## src/rtl/painterengine_gpu_pkg.sv

```systemverilog
// rtl/painterengine_gpu_pkg.sv - shared types and constants for the GPU DMA reader
// Purpose: state encoding of the DMA reader FSM, fixed AXI field values and the
//          4 KB page size that bursts must not straddle.
// Ports:   none (package).
package painterengine_gpu_pkg;

   typedef enum logic [2:0] {
      ST_IDLE  = 3'd0,
      ST_CALC  = 3'd1,
      ST_ADDR  = 3'd2,
      ST_DATA  = 3'd3,
      ST_DONE  = 3'd4,
      ST_ERROR = 3'd5,
      ST_DRAIN = 3'd6
   } dmareader_state_t;

   localparam logic [2:0]  ARSIZE_4B    = 3'b010;
   localparam logic [1:0]  ARBURST_INCR = 2'b01;
   localparam logic [1:0]  RRESP_OKAY   = 2'b00;
   localparam logic [12:0] BOUNDARY_4KB = 13'h1000;

endpackage

```

## src/rtl/painterengine_gpu_dmareader_burstcalc.sv

```systemverilog
// rtl/painterengine_gpu_dmareader_burstcalc.sv - beat count for the next AXI burst
// Purpose: combinational min(remaining, PARAM_MAX_BURST, words left in the 4 KB page).
// Ports:   i_wire_remaining   words still to fetch (never 0 when used)
//          i_wire_addr_offset byte offset of the burst start inside its 4 KB page
//          o_wire_beats       beats for this burst, 1..PARAM_MAX_BURST
module painterengine_gpu_dmareader_burstcalc
   import painterengine_gpu_pkg::*;
#(
   parameter int PARAM_MAX_BURST = 16
) (
   input  logic [31:0] i_wire_remaining,
   input  logic [11:0] i_wire_addr_offset,
   output logic [8:0]  o_wire_beats
);

   logic [12:0] bytes_to_boundary;
   logic [10:0] boundary_beats;

   always_comb begin
      bytes_to_boundary = BOUNDARY_4KB - {1'b0, i_wire_addr_offset};
      // offset is word aligned, so the low two bits are always zero
      boundary_beats    = bytes_to_boundary[12:2];
      o_wire_beats      = 9'(PARAM_MAX_BURST);
      if ({21'd0, boundary_beats} < {23'd0, o_wire_beats}) begin
         o_wire_beats = boundary_beats[8:0];
      end
      if (i_wire_remaining < {23'd0, o_wire_beats}) begin
         o_wire_beats = i_wire_remaining[8:0];
      end
   end

endmodule

```

## src/rtl/painterengine_gpu_dmareader.sv

```systemverilog
// rtl/painterengine_gpu_dmareader.sv - AXI4 read master feeding the display pixel stream
// Purpose: fetches i_wire_length 32-bit words from i_wire_address as INCR bursts
//          (<= PARAM_MAX_BURST beats, never across 4 KB) and forwards them on a
//          data/valid/next stream. Optional cycle counter under
//          PAINTERENGINE_GPU_DMAREADER_PERF_EN (adds o_wire_perf_cycles).
// Ports:   i_wire_clock/i_wire_resetn  clock, async active-low reset
//          i_wire_enable/address/length  request control; o_wire_done/error status
//          o_wire_data/data_valid, i_wire_data_next  pixel stream
//          o_wire_ar*/i_wire_arready, i_wire_r*/o_wire_rready  AXI read channels
module painterengine_gpu_dmareader
   import painterengine_gpu_pkg::*;
#(
   parameter int PARAM_MAX_BURST  = 16,
   parameter int PARAM_ADDR_WIDTH = 32
) (
   input  logic                        i_wire_clock,
   input  logic                        i_wire_resetn,
   input  logic                        i_wire_enable,
   input  logic [31:0]                 i_wire_address,
   input  logic [31:0]                 i_wire_length,
   output logic                        o_wire_done,
   output logic                        o_wire_error,
   output logic [31:0]                 o_wire_data,
   output logic                        o_wire_data_valid,
   input  logic                        i_wire_data_next,
   output logic [PARAM_ADDR_WIDTH-1:0] o_wire_araddr,
   output logic [7:0]                  o_wire_arlen,
   output logic [2:0]                  o_wire_arsize,
   output logic [1:0]                  o_wire_arburst,
   output logic                        o_wire_arvalid,
   input  logic                        i_wire_arready,
   input  logic [31:0]                 i_wire_rdata,
   input  logic [1:0]                  i_wire_rresp,
   input  logic                        i_wire_rlast,
   input  logic                        i_wire_rvalid,
   output logic                        o_wire_rready
`ifdef PAINTERENGINE_GPU_DMAREADER_PERF_EN
   ,
   output logic [31:0]                 o_wire_perf_cycles
`endif
);

   dmareader_state_t            state;
   logic [PARAM_ADDR_WIDTH-1:0] addr_q;
   logic [31:0]                 remaining_q;
   logic [31:0]                 remaining_next;
   logic                        burst_err_q;
   logic [PARAM_ADDR_WIDTH-1:0] araddr_q;
   logic [7:0]                  arlen_q;
   logic                        arvalid_q;
   logic                        done_q;
   logic                        error_q;
   logic [8:0]                  calc_beats;
   logic                        in_data;
   logic                        in_drain;
   logic                        rready;
   logic                        beat;
   logic                        beat_err;

   painterengine_gpu_dmareader_burstcalc #(
      .PARAM_MAX_BURST (PARAM_MAX_BURST)
   ) u_burstcalc (
      .i_wire_remaining   (remaining_q),
      .i_wire_addr_offset (addr_q[11:0]),
      .o_wire_beats       (calc_beats)
   );

   // Stream path is combinational: the consumer's next drives rready directly.
   // After an error response the rest of the burst is swallowed regardless of next.
   assign in_data        = (state == ST_DATA);
   assign in_drain       = (state == ST_DRAIN);
   assign rready         = in_drain | (in_data & (i_wire_data_next | burst_err_q));
   assign beat           = i_wire_rvalid & rready;
   assign beat_err       = (i_wire_rresp != RRESP_OKAY);
   assign remaining_next = (remaining_q != 32'd0) ? remaining_q - 32'd1 : 32'd0;

   assign o_wire_rready     = rready;
   assign o_wire_data       = in_data ? i_wire_rdata : 32'd0;
   assign o_wire_data_valid = in_data & beat & ~burst_err_q & ~beat_err;
   assign o_wire_araddr     = araddr_q;
   assign o_wire_arlen      = arlen_q;
   assign o_wire_arvalid    = arvalid_q;
   assign o_wire_arsize     = ARSIZE_4B;
   assign o_wire_arburst    = ARBURST_INCR;
   assign o_wire_done       = done_q;
   assign o_wire_error      = error_q;

   always_ff @(posedge i_wire_clock or negedge i_wire_resetn) begin
      if (!i_wire_resetn) begin
         state       <= ST_IDLE;
         addr_q      <= '0;
         remaining_q <= 32'd0;
         burst_err_q <= 1'b0;
         araddr_q    <= '0;
         arlen_q     <= 8'd0;
         arvalid_q   <= 1'b0;
         done_q      <= 1'b0;
         error_q     <= 1'b0;
      end else begin
         case (state)
            ST_IDLE: begin
               done_q  <= 1'b0;
               error_q <= 1'b0;
               if (i_wire_enable) begin
                  addr_q      <= PARAM_ADDR_WIDTH'(i_wire_address);
                  remaining_q <= i_wire_length;
                  if (i_wire_length == 32'd0) begin
                     done_q <= 1'b1;
                     state  <= ST_DONE;
                  end else if (i_wire_address[1:0] != 2'b00) begin
                     error_q <= 1'b1;
                     state   <= ST_ERROR;
                  end else begin
                     state <= ST_CALC;
                  end
               end
            end
            ST_CALC: begin
               if (!i_wire_enable) begin
                  state <= ST_IDLE;
               end else begin
                  araddr_q    <= addr_q;
                  arlen_q     <= 8'(calc_beats - 9'd1);
                  arvalid_q   <= 1'b1;
                  burst_err_q <= 1'b0;
                  state       <= ST_ADDR;
               end
            end
            ST_ADDR: begin
               // arvalid may not be withdrawn once raised, even on abort;
               // an aborted burst is accepted and then discarded in DRAIN.
               if (i_wire_arready) begin
                  arvalid_q <= 1'b0;
                  state     <= i_wire_enable ? ST_DATA : ST_DRAIN;
               end
            end
            ST_DATA: begin
               if (beat) begin
                  remaining_q <= remaining_next;
                  addr_q      <= addr_q + PARAM_ADDR_WIDTH'(4);
                  if (beat_err) begin
                     burst_err_q <= 1'b1;
                  end
               end
               if (beat && i_wire_rlast) begin
                  if (!i_wire_enable) begin
                     state <= ST_IDLE;
                  end else if (burst_err_q || beat_err) begin
                     error_q <= 1'b1;
                     state   <= ST_ERROR;
                  end else if (remaining_next == 32'd0) begin
                     done_q <= 1'b1;
                     state  <= ST_DONE;
                  end else begin
                     state <= ST_CALC;
                  end
               end else if (!i_wire_enable) begin
                  state <= ST_DRAIN;
               end
            end
            ST_DRAIN: begin
               if (beat && i_wire_rlast) begin
                  state <= ST_IDLE;
               end
            end
            ST_DONE: begin
               if (!i_wire_enable) begin
                  done_q <= 1'b0;
                  state  <= ST_IDLE;
               end
            end
            ST_ERROR: begin
               if (!i_wire_enable) begin
                  error_q <= 1'b0;
                  state   <= ST_IDLE;
               end
            end
            default: begin
               state <= ST_IDLE;
            end
         endcase
      end
   end

`ifdef PAINTERENGINE_GPU_DMAREADER_PERF_EN
   logic [31:0] perf_q;

   always_ff @(posedge i_wire_clock or negedge i_wire_resetn) begin
      if (!i_wire_resetn) begin
         perf_q <= 32'd0;
      end else if (state == ST_IDLE) begin
         if (i_wire_enable) begin
            perf_q <= 32'd0;
         end
      end else if (state != ST_DONE && state != ST_ERROR && perf_q != 32'hFFFF_FFFF) begin
         perf_q <= perf_q + 32'd1;
      end
   end

   assign o_wire_perf_cycles = perf_q;
`endif

endmodule

```

## config.mk

```make
export PLATFORM = sky130hd
export DESIGN_NAME = painterengine_gpu_dmareader
export DESIGN_NICKNAME = d
export VERILOG_FILES = /design/src/rtl/painterengine_gpu_pkg.sv /design/src/rtl/painterengine_gpu_dmareader_burstcalc.sv /design/src/rtl/painterengine_gpu_dmareader.sv
export SDC_FILE = /design/constraint.sdc
export NUM_CORES = 1
export LEC_CHECK = 0
export BUFFER_PORTS_ARGS = -buffer_cell sky130_fd_sc_hd__buf_2
export CORE_UTILIZATION = 35
export CTS_BUF_LIST = sky130_fd_sc_hd__clkbuf_8
export CTS_CLUSTER_SIZE = 28
export DETAILED_ROUTE_END_ITERATION = 10
export SLEW_MARGIN = 25
export SYNTH_ARGS = -nofsm -noshare
export SYNTH_HDL_FRONTEND = slang
export SYNTH_SLANG_ARGS = --single-unit
```

## constraint.sdc

```tcl
create_clock -name i_wire_clock -period 6.1 [get_ports i_wire_clock]
set_input_delay 1.22 -clock i_wire_clock [delete_from_list [all_inputs] [get_ports i_wire_clock]]
set_output_delay 1.22 -clock i_wire_clock [all_outputs]
set_load 0.01 [all_outputs]
```

==> flow_summary_export.csv <==
group,metric,value,unit
outcome,status,"finished clean",
hold_path,whs_endpoint,"o_wire_araddr[7]",
clock_tree,cts_tree,"done",
power,powerDensity,423,mW/mm^2
logic_synthesis,syn_inst,941,
worst_setup_path,arrival,5.45,ns
worst_setup_path,timing.rr.end,"o_wire_arlen[6]",
global_routing,globalRouteMet2Util,33.3,%
worst_setup_path,r2r_cells,22,
clock_tree,cts_setup_buffers,0,
die,die_x,146,um
place,hpwl,16.5,mm
logic_synthesis,async_flop_share,100,%
global_routing,use_met1,32.0,%
timing,finalSetupViolations,0,
power,power,3.63,mW
logic_synthesis,yosysTopAreaCellShare,38.3,%
logic_synthesis,syn_avg_cell_area,7.71,um^2
die,start_util,35.8,%
worst_setup_path,reg2reg_slack,0.97,ns
detailed_routing,viasPerCell,5.47,
worst_setup_path,cp-end-kind,"flip-flop",
worst_setup_path,required,6.41,ns
global_routing,top_usage_layer,"met2",
global_routing,grt_util_met3,2.92,%
timing,slew_viol_final,0,
detailed_routing,via_count,7453,
clock_tree,htreeDepth,3,
logic_synthesis,synth_edf_count,0,
timing,rsz0062_at_grt,"false",
power,p_leak,3.89,nW
die,die_h,146,um
logic_synthesis,ys.warnings.count,0,
clock_tree,path_clk_slew,0.11,ns
detailed_routing,wl_per_cell,16.9,um
timing,max_freq,195,MHz
logic_synthesis,synth_area,0.00726,mm^2
timing,period_needed,5.13,ns
worst_setup_path,cp_max_fo,10,
place,place_congestion,0.852,
clock_tree,ctsHoldBuffers,0,
layout,area_growth,18.2,%
worst_setup_path,cp-start-kind,"flip-flop",
flow_run,drv_cap,0,
clock_tree,root_buffer,"clkbuf_8",
timing,worst_pin_slew,0.970,ns
layout,finalNonFillerCells,1362,
worst_setup_path,r2r_start,"addr_q[2]",
die,ios,187,
timing,period_share,84.2,%
layout,drive_gt1_share,21.6,%
detailed_routing,ant_nets,0,
die,rows,52,
global_routing,antenna_found_initial,0,
logic_synthesis,yosys-top-cells-area,"dfrtp_1, nand2_1, o21ai_0",
timing,hold_violations,0,
worst_setup_path,critPathKind,"flip-flop to flip-flop",
layout,antenna_cells,0,
global_routing,grt_pass1_vias,6929,
clock_tree,cts_buffer_depth,2,
detailed_routing,wl,23.0,mm
die,core_area,0.0203,mm^2
clock_tree,clock_latency,0.42,ns
logic_synthesis,yosysSeqAreaShare,38.3,%
detailed_routing,drc,0,
global_routing,grtUsageTotal,21.7,%
logic_synthesis,synth_cell_types,68,
detailed_routing,dr.pass1.iters,5,
timing,tns,0,ns
detailed_routing,drtIter0Drc,683,
hold_path,hold_depth,2,
hold_path,hold_path.class,"flip-flop to flip-flop",
clock_tree,clkSinkCount,111,
power,vdd_drop_max,0.000119,V
global_routing,grt_pass1_wl,36.9,mm
global_routing,overflow,0,
layout,final_common_cell,"buf_2",
layout,layout_common_cells,"buf_2, nand2_1, o21ai_0, dfrtp_1, a21oi_1",
logic_synthesis,yosys.area.top_type,"dfrtp_1",
clock_tree,cts.repair.resized,0,
clock_tree,cts_made_buffers,9,
place,port_buffers,181,
die,die_area,0.0213,mm^2
place,post-place-cells,1345,
logic_synthesis,ys.flop_type,"dfrtp_1",
timing,fin_worst_skew,0.0196,ns
hold_path,hp-start,"o_wire_araddr[7]",
timing,slew_headroom,35.1,%
logic_synthesis,yosys_register_bits,111,
layout,fin_nets,1204,
global_routing,grt_max_degree,79,
## worst max-delay path by stage
stage / from / to / depth (start not counted)
6_report: addr_q[2] / o_wire_arlen[6] / 22
5_1_grt: addr_q[2] / o_wire_arlen[4] / 23
3_5_place_dp: addr_q[2] / o_wire_arlen[6] / 22
3_3_place_gp: addr_q[2] / o_wire_arlen[4] / 19
2_1_floorplan: addr_q[2] / o_wire_arlen[4] / 19
4_1_cts: addr_q[2] / o_wire_arlen[6] / 22
## synth_stat cells, types with 4 or more instances
master and number:
a21oi_1 95, buf_4 5, nor2b_1 6, nor4_1 24
nor2_1 73, nand4b_1 4, nand2_1 155, o21ai_0 111
ha_1 12, o21a_1 4, inv_1 22, and2_1 36
a22oi_1 5, mux2i_1 4, or3_1 5, nor3_1 35
o22ai_1 18, nand4_1 14, nand2b_1 8, and3_1 7
nand3_1 29, a32oi_1 8, a31oi_1 4, clkbuf_1 54
o211ai_1 4, or4_1 7, or2_2 4, dfrtp_1 111
xnor2_1 10
## flip-flops by register name, summed over array words and instances, names as in the netlist
| signal | count |
|---|---|
| addr_q | 32 |
| burst_err_q | 1 |
| o_wire_araddr | 32 |
| o_wire_arlen | 8 |
| o_wire_arvalid | 1 |
| o_wire_done | 1 |
| o_wire_error | 1 |
| remaining_q | 32 |
| state | 3 |
## through the flow
stage	area (um^2)	utilization [%]	worst slack, ns	hold WS [ns]
6_report	8580	42.3	0.966	0.483
5_1_grt	8580	42.3	0.356	0.509
4_1_cts	8550	42.1	0.958	0.487
3_5_place_dp	8360	41.2	1.00	0.457
3_3_place_gp	8360	41.2	1.13	0.455
2_1_floorplan	7280	-	1.49	0.454
## area by class of cell
| cell class | instances | area, um^2 |
|---|---|---|
| repair buffers | 192 | 1010 |
| inverters | 22 | 82.6 |
| multi-input cells | 751 | 4180 |
| fillers | 2173 | 11700 |
| clock buffers | 10 | 138 |
| flip-flops and latches | 111 | 2780 |
| well taps | 270 | 338 |
| clock inverters | 6 | 52.6 |
## worst max-delay path: stages (launching register included)
cell and delay [ns]:
dfrtp_1 0.46, inv_1 0.13, ha_1 0.24, nor4b_1 0.46, a2bb2oi_1 0.13, a21o_1 0.19, nor3_2 0.17, buf_4 0.18
nand3_1 0.14, ha_1 0.22, or4_1 0.51, nor3_1 0.29, nand3_1 0.12, o31a_1 0.30, nor2_1 0.38, nor2_1 0.10
a21oi_1 0.14, ha_1 0.25, nand2_1 0.10, nor2_1 0.09, o21ai_0 0.11, xnor2_1 0.14, o31ai_1 0.19
## where the power goes
part	internal (mW)	total, mW	switching, mW
sequential	1.07	1.49	0.422
combinational	0.650	1.68	1.03
clock	0.168	0.463	0.295
## per-layer routing
metal | vias up | routed length (um) | share of wire [%]
met5 | - | 0 | 0
met4 | 0 | 272 | 1.2
met3 | 21 | 1340 | 5.8
met2 | 256 | 10000 | 44
met1 | 3518 | 11300 | 49
li1 | 3658 | - | -
## logic make-up (layout without fill, tap and decap cells)
group                      Yosys count  in the layout  share of synthesized area [%]
adders and majority gates           12             12                           2.07
other                                2              9                          0.103
AOI/OAI and AO/OA                  284            284                           22.9
buffers and inverters               86            230                           4.96
xor gates and xnor gates            12             12                           1.45
and+or+nand+nor                    427            427                           29.3
muxes                                7              7                           1.02
DFF                                111            111                           38.3
Power figures use the tool's default switching activity.
